### src/rtl/axis_fifo_if.sv
// AXI4-Stream beat bundle shared by the FIFO's slave and master sides.
interface axis_fifo_if #(
    parameter int TDATA_WIDTH = 8,
    parameter int TID_WIDTH   = 1,
    parameter int TDEST_WIDTH = 1,
    parameter int TUSER_WIDTH = 1
);
    logic                       tvalid;
    logic                       tready;
    logic [TDATA_WIDTH-1:0]     tdata;
    logic [TDATA_WIDTH/8-1:0]   tkeep;
    logic [TDATA_WIDTH/8-1:0]   tstrb;
    logic                       tlast;
    logic [TID_WIDTH-1:0]       tid;
    logic [TDEST_WIDTH-1:0]     tdest;
    logic [TUSER_WIDTH-1:0]     tuser;

    modport master (output tvalid, tdata, tkeep, tstrb, tlast, tid, tdest, tuser, input tready);
    modport slave  (input tvalid, tdata, tkeep, tstrb, tlast, tid, tdest, tuser, output tready);
endinterface

### src/rtl/axis_fifo.sv
// AXI4-Stream FIFO: DEPTH-1 entry memory plus a registered output stage,
// with optional store-and-forward gating on TLAST.
module axis_fifo #(
    parameter int DEPTH       = 16,
    parameter int TDATA_WIDTH = 8,
    parameter int TID_WIDTH   = 1,
    parameter int TDEST_WIDTH = 1,
    parameter int TUSER_WIDTH = 1,
    parameter int PACKET_MODE = 0
) (
    input  logic                     aclk,
    input  logic                     areset,
    axis_fifo_if.slave               s,
    axis_fifo_if.master              m,
    output logic [$clog2(DEPTH):0]   fill,
    output logic [$clog2(DEPTH):0]   pkt_cnt
);
    localparam int CW = $clog2(DEPTH) + 1;
    localparam int ME = DEPTH - 1;
    localparam int AW = (ME > 1) ? $clog2(ME) : 1;
    localparam int KW = TDATA_WIDTH / 8;

    typedef struct packed {
        logic [TDATA_WIDTH-1:0] data;
        logic [KW-1:0]          keep;
        logic [KW-1:0]          strb;
        logic                   last;
        logic [TID_WIDTH-1:0]   id;
        logic [TDEST_WIDTH-1:0] dest;
        logic [TUSER_WIDTH-1:0] user;
    } beat_t;

    beat_t           mem [0:ME-1];
    beat_t           in_beat, out_q;
    logic [AW:0]     wr_ptr, rd_ptr;
    logic            out_full, vld, rdy, cut;
    logic            acc, xfer, mem_empty, load, out_full_n, cut_n, vld_n;
    logic [CW-1:0]   fill_n, pkt_old, pkt_n;

    // Index wraps at ME (not a power of two), toggling the wrap bit.
    function automatic logic [AW:0] ptr_inc(input logic [AW:0] p);
        if (p[AW-1:0] == AW'(ME - 1))
            return {~p[AW], {AW{1'b0}}};
        return {p[AW], p[AW-1:0] + AW'(1)};
    endfunction

    assign in_beat = {s.tdata, s.tkeep, s.tstrb, s.tlast, s.tid, s.tdest, s.tuser};

    always_comb begin
        acc        = s.tvalid && rdy;
        xfer       = vld && m.tready;
        mem_empty  = (wr_ptr == rd_ptr);
        load       = (!out_full || xfer) && !mem_empty;
        out_full_n = load || (out_full && !xfer);
        fill_n     = fill + CW'(acc) - CW'(xfer);
        pkt_old    = pkt_cnt - CW'(xfer && out_q.last);
        pkt_n      = pkt_old + CW'(acc && s.tlast);
        cut_n      = xfer ? !out_q.last : cut;
        // Head packet is complete iff any TLAST remains once the outgoing beat
        // leaves; the incoming TLAST only counts from the following edge.
        if (PACKET_MODE == 0)
            vld_n = out_full_n;
        else
            vld_n = out_full_n && ((vld && !xfer) || cut_n || (pkt_old != '0) ||
                                   (fill_n == CW'(DEPTH)));
    end

    always_ff @(posedge aclk or posedge areset) begin
        if (areset) begin
            wr_ptr   <= '0;
            rd_ptr   <= '0;
            out_q    <= '0;
            out_full <= 1'b0;
            vld      <= 1'b0;
            rdy      <= 1'b0;
            cut      <= 1'b0;
            fill     <= '0;
            pkt_cnt  <= '0;
        end else begin
            if (acc)  wr_ptr <= ptr_inc(wr_ptr);
            if (load) begin
                rd_ptr <= ptr_inc(rd_ptr);
                out_q  <= mem[rd_ptr[AW-1:0]];
            end
            out_full <= out_full_n;
            vld      <= vld_n;
            cut      <= cut_n;
            fill     <= fill_n;
            pkt_cnt  <= pkt_n;
            rdy      <= (fill_n < CW'(DEPTH));
        end
    end

    always_ff @(posedge aclk) begin
        if (acc) mem[wr_ptr[AW-1:0]] <= in_beat;
    end

    assign s.tready = rdy;
    assign m.tvalid = vld;
    assign m.tdata  = out_q.data;
    assign m.tkeep  = out_q.keep;
    assign m.tstrb  = out_q.strb;
    assign m.tlast  = out_q.last;
    assign m.tid    = out_q.id;
    assign m.tdest  = out_q.dest;
    assign m.tuser  = out_q.user;
endmodule

### src/flat_wrapper.sv
// flat-port wrapper written by rule: the top's interface ports become plain ports
module axis_fifo_flat 
#(
    parameter int DEPTH       = 16,
    parameter int TDATA_WIDTH = 8,
    parameter int TID_WIDTH   = 1,
    parameter int TDEST_WIDTH = 1,
    parameter int TUSER_WIDTH = 1,
    parameter int PACKET_MODE = 0
)
  (aclk, areset, fill, pkt_cnt, s_tvalid, s_tdata, s_tkeep, s_tstrb, s_tlast, s_tid, s_tdest, s_tuser, s_tready, m_tvalid, m_tdata, m_tkeep, m_tstrb, m_tlast, m_tid, m_tdest, m_tuser, m_tready);
  axis_fifo_if #(.TDATA_WIDTH(TDATA_WIDTH), .TID_WIDTH(TID_WIDTH), .TDEST_WIDTH(TDEST_WIDTH), .TUSER_WIDTH(TUSER_WIDTH)) s_i ();
  axis_fifo_if #(.TDATA_WIDTH(TDATA_WIDTH), .TID_WIDTH(TID_WIDTH), .TDEST_WIDTH(TDEST_WIDTH), .TUSER_WIDTH(TUSER_WIDTH)) m_i ();
  input  logic aclk;
  input  logic areset;
  output logic [$clog2(DEPTH):0] fill;
  output logic [$clog2(DEPTH):0] pkt_cnt;
  input wire logic [$bits(s_i.tvalid)-1:0] s_tvalid;
  input wire logic [$bits(s_i.tdata)-1:0] s_tdata;
  input wire logic [$bits(s_i.tkeep)-1:0] s_tkeep;
  input wire logic [$bits(s_i.tstrb)-1:0] s_tstrb;
  input wire logic [$bits(s_i.tlast)-1:0] s_tlast;
  input wire logic [$bits(s_i.tid)-1:0] s_tid;
  input wire logic [$bits(s_i.tdest)-1:0] s_tdest;
  input wire logic [$bits(s_i.tuser)-1:0] s_tuser;
  output wire logic [$bits(s_i.tready)-1:0] s_tready;
  output wire logic [$bits(m_i.tvalid)-1:0] m_tvalid;
  output wire logic [$bits(m_i.tdata)-1:0] m_tdata;
  output wire logic [$bits(m_i.tkeep)-1:0] m_tkeep;
  output wire logic [$bits(m_i.tstrb)-1:0] m_tstrb;
  output wire logic [$bits(m_i.tlast)-1:0] m_tlast;
  output wire logic [$bits(m_i.tid)-1:0] m_tid;
  output wire logic [$bits(m_i.tdest)-1:0] m_tdest;
  output wire logic [$bits(m_i.tuser)-1:0] m_tuser;
  input wire logic [$bits(m_i.tready)-1:0] m_tready;
  assign s_i.tvalid = s_tvalid;
  assign s_i.tdata = s_tdata;
  assign s_i.tkeep = s_tkeep;
  assign s_i.tstrb = s_tstrb;
  assign s_i.tlast = s_tlast;
  assign s_i.tid = s_tid;
  assign s_i.tdest = s_tdest;
  assign s_i.tuser = s_tuser;
  assign s_tready = s_i.tready;
  assign m_tvalid = m_i.tvalid;
  assign m_tdata = m_i.tdata;
  assign m_tkeep = m_i.tkeep;
  assign m_tstrb = m_i.tstrb;
  assign m_tlast = m_i.tlast;
  assign m_tid = m_i.tid;
  assign m_tdest = m_i.tdest;
  assign m_tuser = m_i.tuser;
  assign m_i.tready = m_tready;
  axis_fifo #(.DEPTH(DEPTH), .TDATA_WIDTH(TDATA_WIDTH), .TID_WIDTH(TID_WIDTH), .TDEST_WIDTH(TDEST_WIDTH), .TUSER_WIDTH(TUSER_WIDTH), .PACKET_MODE(PACKET_MODE)) u_core (.aclk(aclk), .areset(areset), .s(s_i), .m(m_i), .fill(fill), .pkt_cnt(pkt_cnt));
endmodule
### config.mk
export PLATFORM = sky130hd
export DESIGN_NAME = axis_fifo_flat
export DESIGN_NICKNAME = d
export VERILOG_FILES = /design/src/rtl/axis_fifo_if.sv /design/src/rtl/axis_fifo.sv /design/src/flat_wrapper.sv
export SDC_FILE = /design/constraint.sdc
export NUM_CORES = 1
export LEC_CHECK = 0
export CAP_MARGIN = 20
export CELL_PAD_IN_SITES_DETAIL_PLACEMENT = 1
export CELL_PAD_IN_SITES_GLOBAL_PLACEMENT = 2
export CORE_MARGIN = 2
export CORE_UTILIZATION = 28
export DETAILED_ROUTE_END_ITERATION = 6
export PLACE_DENSITY = 0.62
export SLEW_MARGIN = 20
export SYNTH_ARGS = -nofsm -noshare
export SYNTH_HDL_FRONTEND = slang
export SYNTH_SLANG_ARGS = --single-unit
### constraint.sdc
create_clock -name aclk -period 5.4 [get_ports aclk]
set_input_delay 0.54 -clock aclk [delete_from_list [all_inputs] [get_ports aclk]]
set_output_delay 0.54 -clock aclk [all_outputs]
set_load 0.02 [all_outputs]
==> impl_metrics.tcl <==
set metrics [dict create \
    n_fill_cell 3524 \
    worstReg2RegEnd "u_core.m.tkeep$_DFFE_PP0P_" \
    sequentialPowerShare 0.412 \
    worst_pin_slew_ns 0.887 \
    row_count 68 \
    syn_to_final_growth_pct 18.6 \
    syn_nets 583 \
    die_y_um 192 \
    cts_tree "built" \
    combPwrFrac 0.319 \
    antenna_left 0 \
    postSynthCellCount 553 \
    async_flop_share 0.146 \
    groute.usage.overall 0.126 \
    clock.fmax_mhz 371 \
    avgViaCountPerCell 4.70 \
    cts_setup_buffers 0 \
    p_per_area_mw_per_mm2 528 \
    clkPwrFrac 0.269 \
    placed_area_mm2 0.0110 \
    leakage_nw 4.06 \
    grt_pass1_wl_mm 34.6 \
    insertion_delay_ns 0.54 \
    wl_mm 22.9 \
    timing.setup.tns_ns 0 \
    synthDistinctLibCells 40 \
    antenna_found_initial 0 \
    worstPathRequired_ns 5.78 \
    max_slew_margin 0.409 \
    cp_max_fo 36 \
    gp_congestion 0.769 \
    synthTopCellsByArea "edfxtp_1, dfrtp_1, mux4_2" \
    portBuffers 43 \
    die_w_um 192 \
    final-setup-viol-count 0 \
    initial_utilization 0.285 \
    syn_area_mm2 0.00991 \
    cts_inserted_buffers 27 \
    rsz0062_at_grt "no" \
    final_area_mm2 0.0118 \
    htreeDepth 1 \
    drc 0 \
    hold_buffers 0 \
    drv_slew 0 \
    synth_enable_flop_cells 210 \
    post_cts.resized_instances 0 \
    core_area_mm2 0.0347 \
    avgRoutedWirePerCell_um 21.0 \
    ys_ff_latch 246 \
    switchingPower_mw 2.02 \
    cts_sinks 246 \
    fin_hold_ws_ns 0.442 \
    yosys.area.top_type_share 0.636 \
    min_path_type "in -> async" \
    clkSlewWorstSetupHoldPaths_ns 0.06 \
    synth_area_leader_cell "edfxtp_1" \
    outcome "finished, final reports clean" \
    regToRegStartpoint "u_core.rd_ptr[0]$_DFFE_PP0P_" \
    r2r_cells 4 \
    finalHoldViolations 0 \
    cts.path.max_buffers 3 \
    drtIter0Drc 382 \
    grt_max_degree 51 \
    hpwl_mm 14.4 \
    postSynthAreaPerCell_um2 17.9 \
    layout_commonest_cell "edfxtp_1" \
    crit_type "reg -> reg" \
    power_mw 6.20 \
    final_nets 645 \
    period_needed_ns 2.70 \
    final_cell_mix "edfxtp_1, mux2i_1, clkdlybuf4s50_1" \
    drive_above_1_share 0.180 \
    ys_seq_area_frac 0.727 \
    synth_ff_type "edfxtp_1" \
    grt_overflow_total 0 \
    first_pass_iters 5 \
    grt_pass1_vias 5622 \
    cap_violations 0 \
    swShare 0.326 \
    skew_ns 0.0156 \
    cts_root_buffer "clkbuf_16" \
    p_int_mw 4.18 \
    cp_data_arrival_time_ns 3.08 \
    vias 5113 \
    antenna_cells_inserted 0 \
    yosys_warnings 0 \
    dieArea_mm2 0.0369 \
    final_core_util 0.339 \
    period_share 0.500 \
    pin_count 44 \
    start_kind "register" \
    vdd_ir_drop_max_v 0.000237 \
    reg2reg_slack_ns 2.70 \
    cp-end-kind "register" \
]
-- area by class of cell --
type / count / area, µm² / share of cell area
timing repair buffer: 62 / 573 / 0.0487
sequential: 246 / 7210 / 0.613
clock buffer: 33 / 698 / 0.0594
multi-input combinational: 242 / 2480 / 0.211
tap: 455 / 569 / 0.0484
inverter: 36 / 135 / 0.0115
clock inverter: 14 / 93.8 / 0.00798
-- sequential cells by signal, summed over array words and instances, names as in the netlist --
name             cells
u_core.out_full      1
u_core.m.tdest       1
u_core.s.tready      1
u_core.m.tid         1
u_core.m.tdata       8
u_core.mem         210
u_core.m.tuser       1
u_core.pkt_cnt       5
u_core.m.tstrb       1
u_core.m.tkeep       1
u_core.fill          5
u_core.rd_ptr        5
u_core.wr_ptr        5
u_core.m.tlast       1
-- through the flow --
| step | setup slack, ns | instances |
|---|---|---|
| floorplan | 2.62 | 553 |
| global placement | 2.45 | 1041 |
| detailed placement | 2.34 | 1041 |
| CTS | 2.60 | 1088 |
| global route | 2.46 | 1088 |
| finish | 2.70 | 1088 |
-- power by group through the flow --
stage	registers, mW	clock network (mW)	logic (mW)
global placement	2.58	0	1.96
detailed placement	2.60	0	2.01
CTS	2.56	1.73	2.02
floorplan	2.55	0	1.33
finish	2.55	1.67	1.98
global route	2.59	1.79	2.17
-- cell usage after synthesis, types with 2 or more instances --
cell         n
buf_1        3
nor2b_1     12
clkbuf_1    14
and3_1       3
fa_1         2
nand2b_1     4
o22ai_1      9
buf_2        9
ha_1        10
a222oi_1     5
nor3_1       4
a21o_1       5
nor4_1       3
o221ai_1     9
nand3_1      2
nor2_1      11
o21ai_0      8
xor2_1       9
dfrtp_1     36
edfxtp_1   210
mux2_2      15
inv_1       35
o2bb2ai_1    2
nand2_1     12
mux2i_1     47
buf_4        3
xnor2_1      7
mux4_2      33
or2_2        2
a21oi_1      5
and2_1       3
nand3b_1     2
a211oi_1    12
-- worst max-delay path by stage --
stage,from,endpoint,slack [ns],depth (start not counted)
2_1_floorplan,s_tvalid,u_core.mem[0][0]$_DFFE_PP_,2.62,3
3_3_place_gp,s_tvalid,u_core.mem[11][12]$_DFFE_PP_,2.45,6
3_5_place_dp,s_tvalid,u_core.mem[11][12]$_DFFE_PP_,2.34,6
4_1_cts,u_core.rd_ptr[0]$_DFFE_PP0P_,u_core.m.tkeep$_DFFE_PP0P_,2.60,4
5_1_grt,u_core.rd_ptr[0]$_DFFE_PP0P_,u_core.m.tkeep$_DFFE_PP0P_,2.46,4
6_report,u_core.rd_ptr[0]$_DFFE_PP0P_,u_core.m.tkeep$_DFFE_PP0P_,2.70,4
-- worst max-delay path, stage by stage (launching register included) --
cell and delay, ns:
dfrtp_4 0.84, buf_4 0.57, mux4_2 0.59, a222oi_1 0.37, mux2i_1 0.14
-- logic make-up (layout without fill, tap and decap cells) --
kind of cell               Yosys count  count (layout)  share of synthesized area
and+or+nand+nor                     60              60                     0.0322
xor gates and xnor gates            16              16                     0.0141
AOI/OAI and AO/OA                   59              59                     0.0433
adders and majority gates           12              12                     0.0167
muxes                               95              95                      0.140
DFF                                246             246                      0.727
buffers and inverters               65             145                     0.0269
-- routing by layer --
layer  global-route usage  wire length (µm)  part of all wire
met5                    0                 0                 0
met4               0.0332               379             0.017
met3               0.0197              1090             0.048
met2                0.213             11200              0.49
met1                0.168             10200              0.44
No activity file was read; power rests on OpenSTA's default activity.
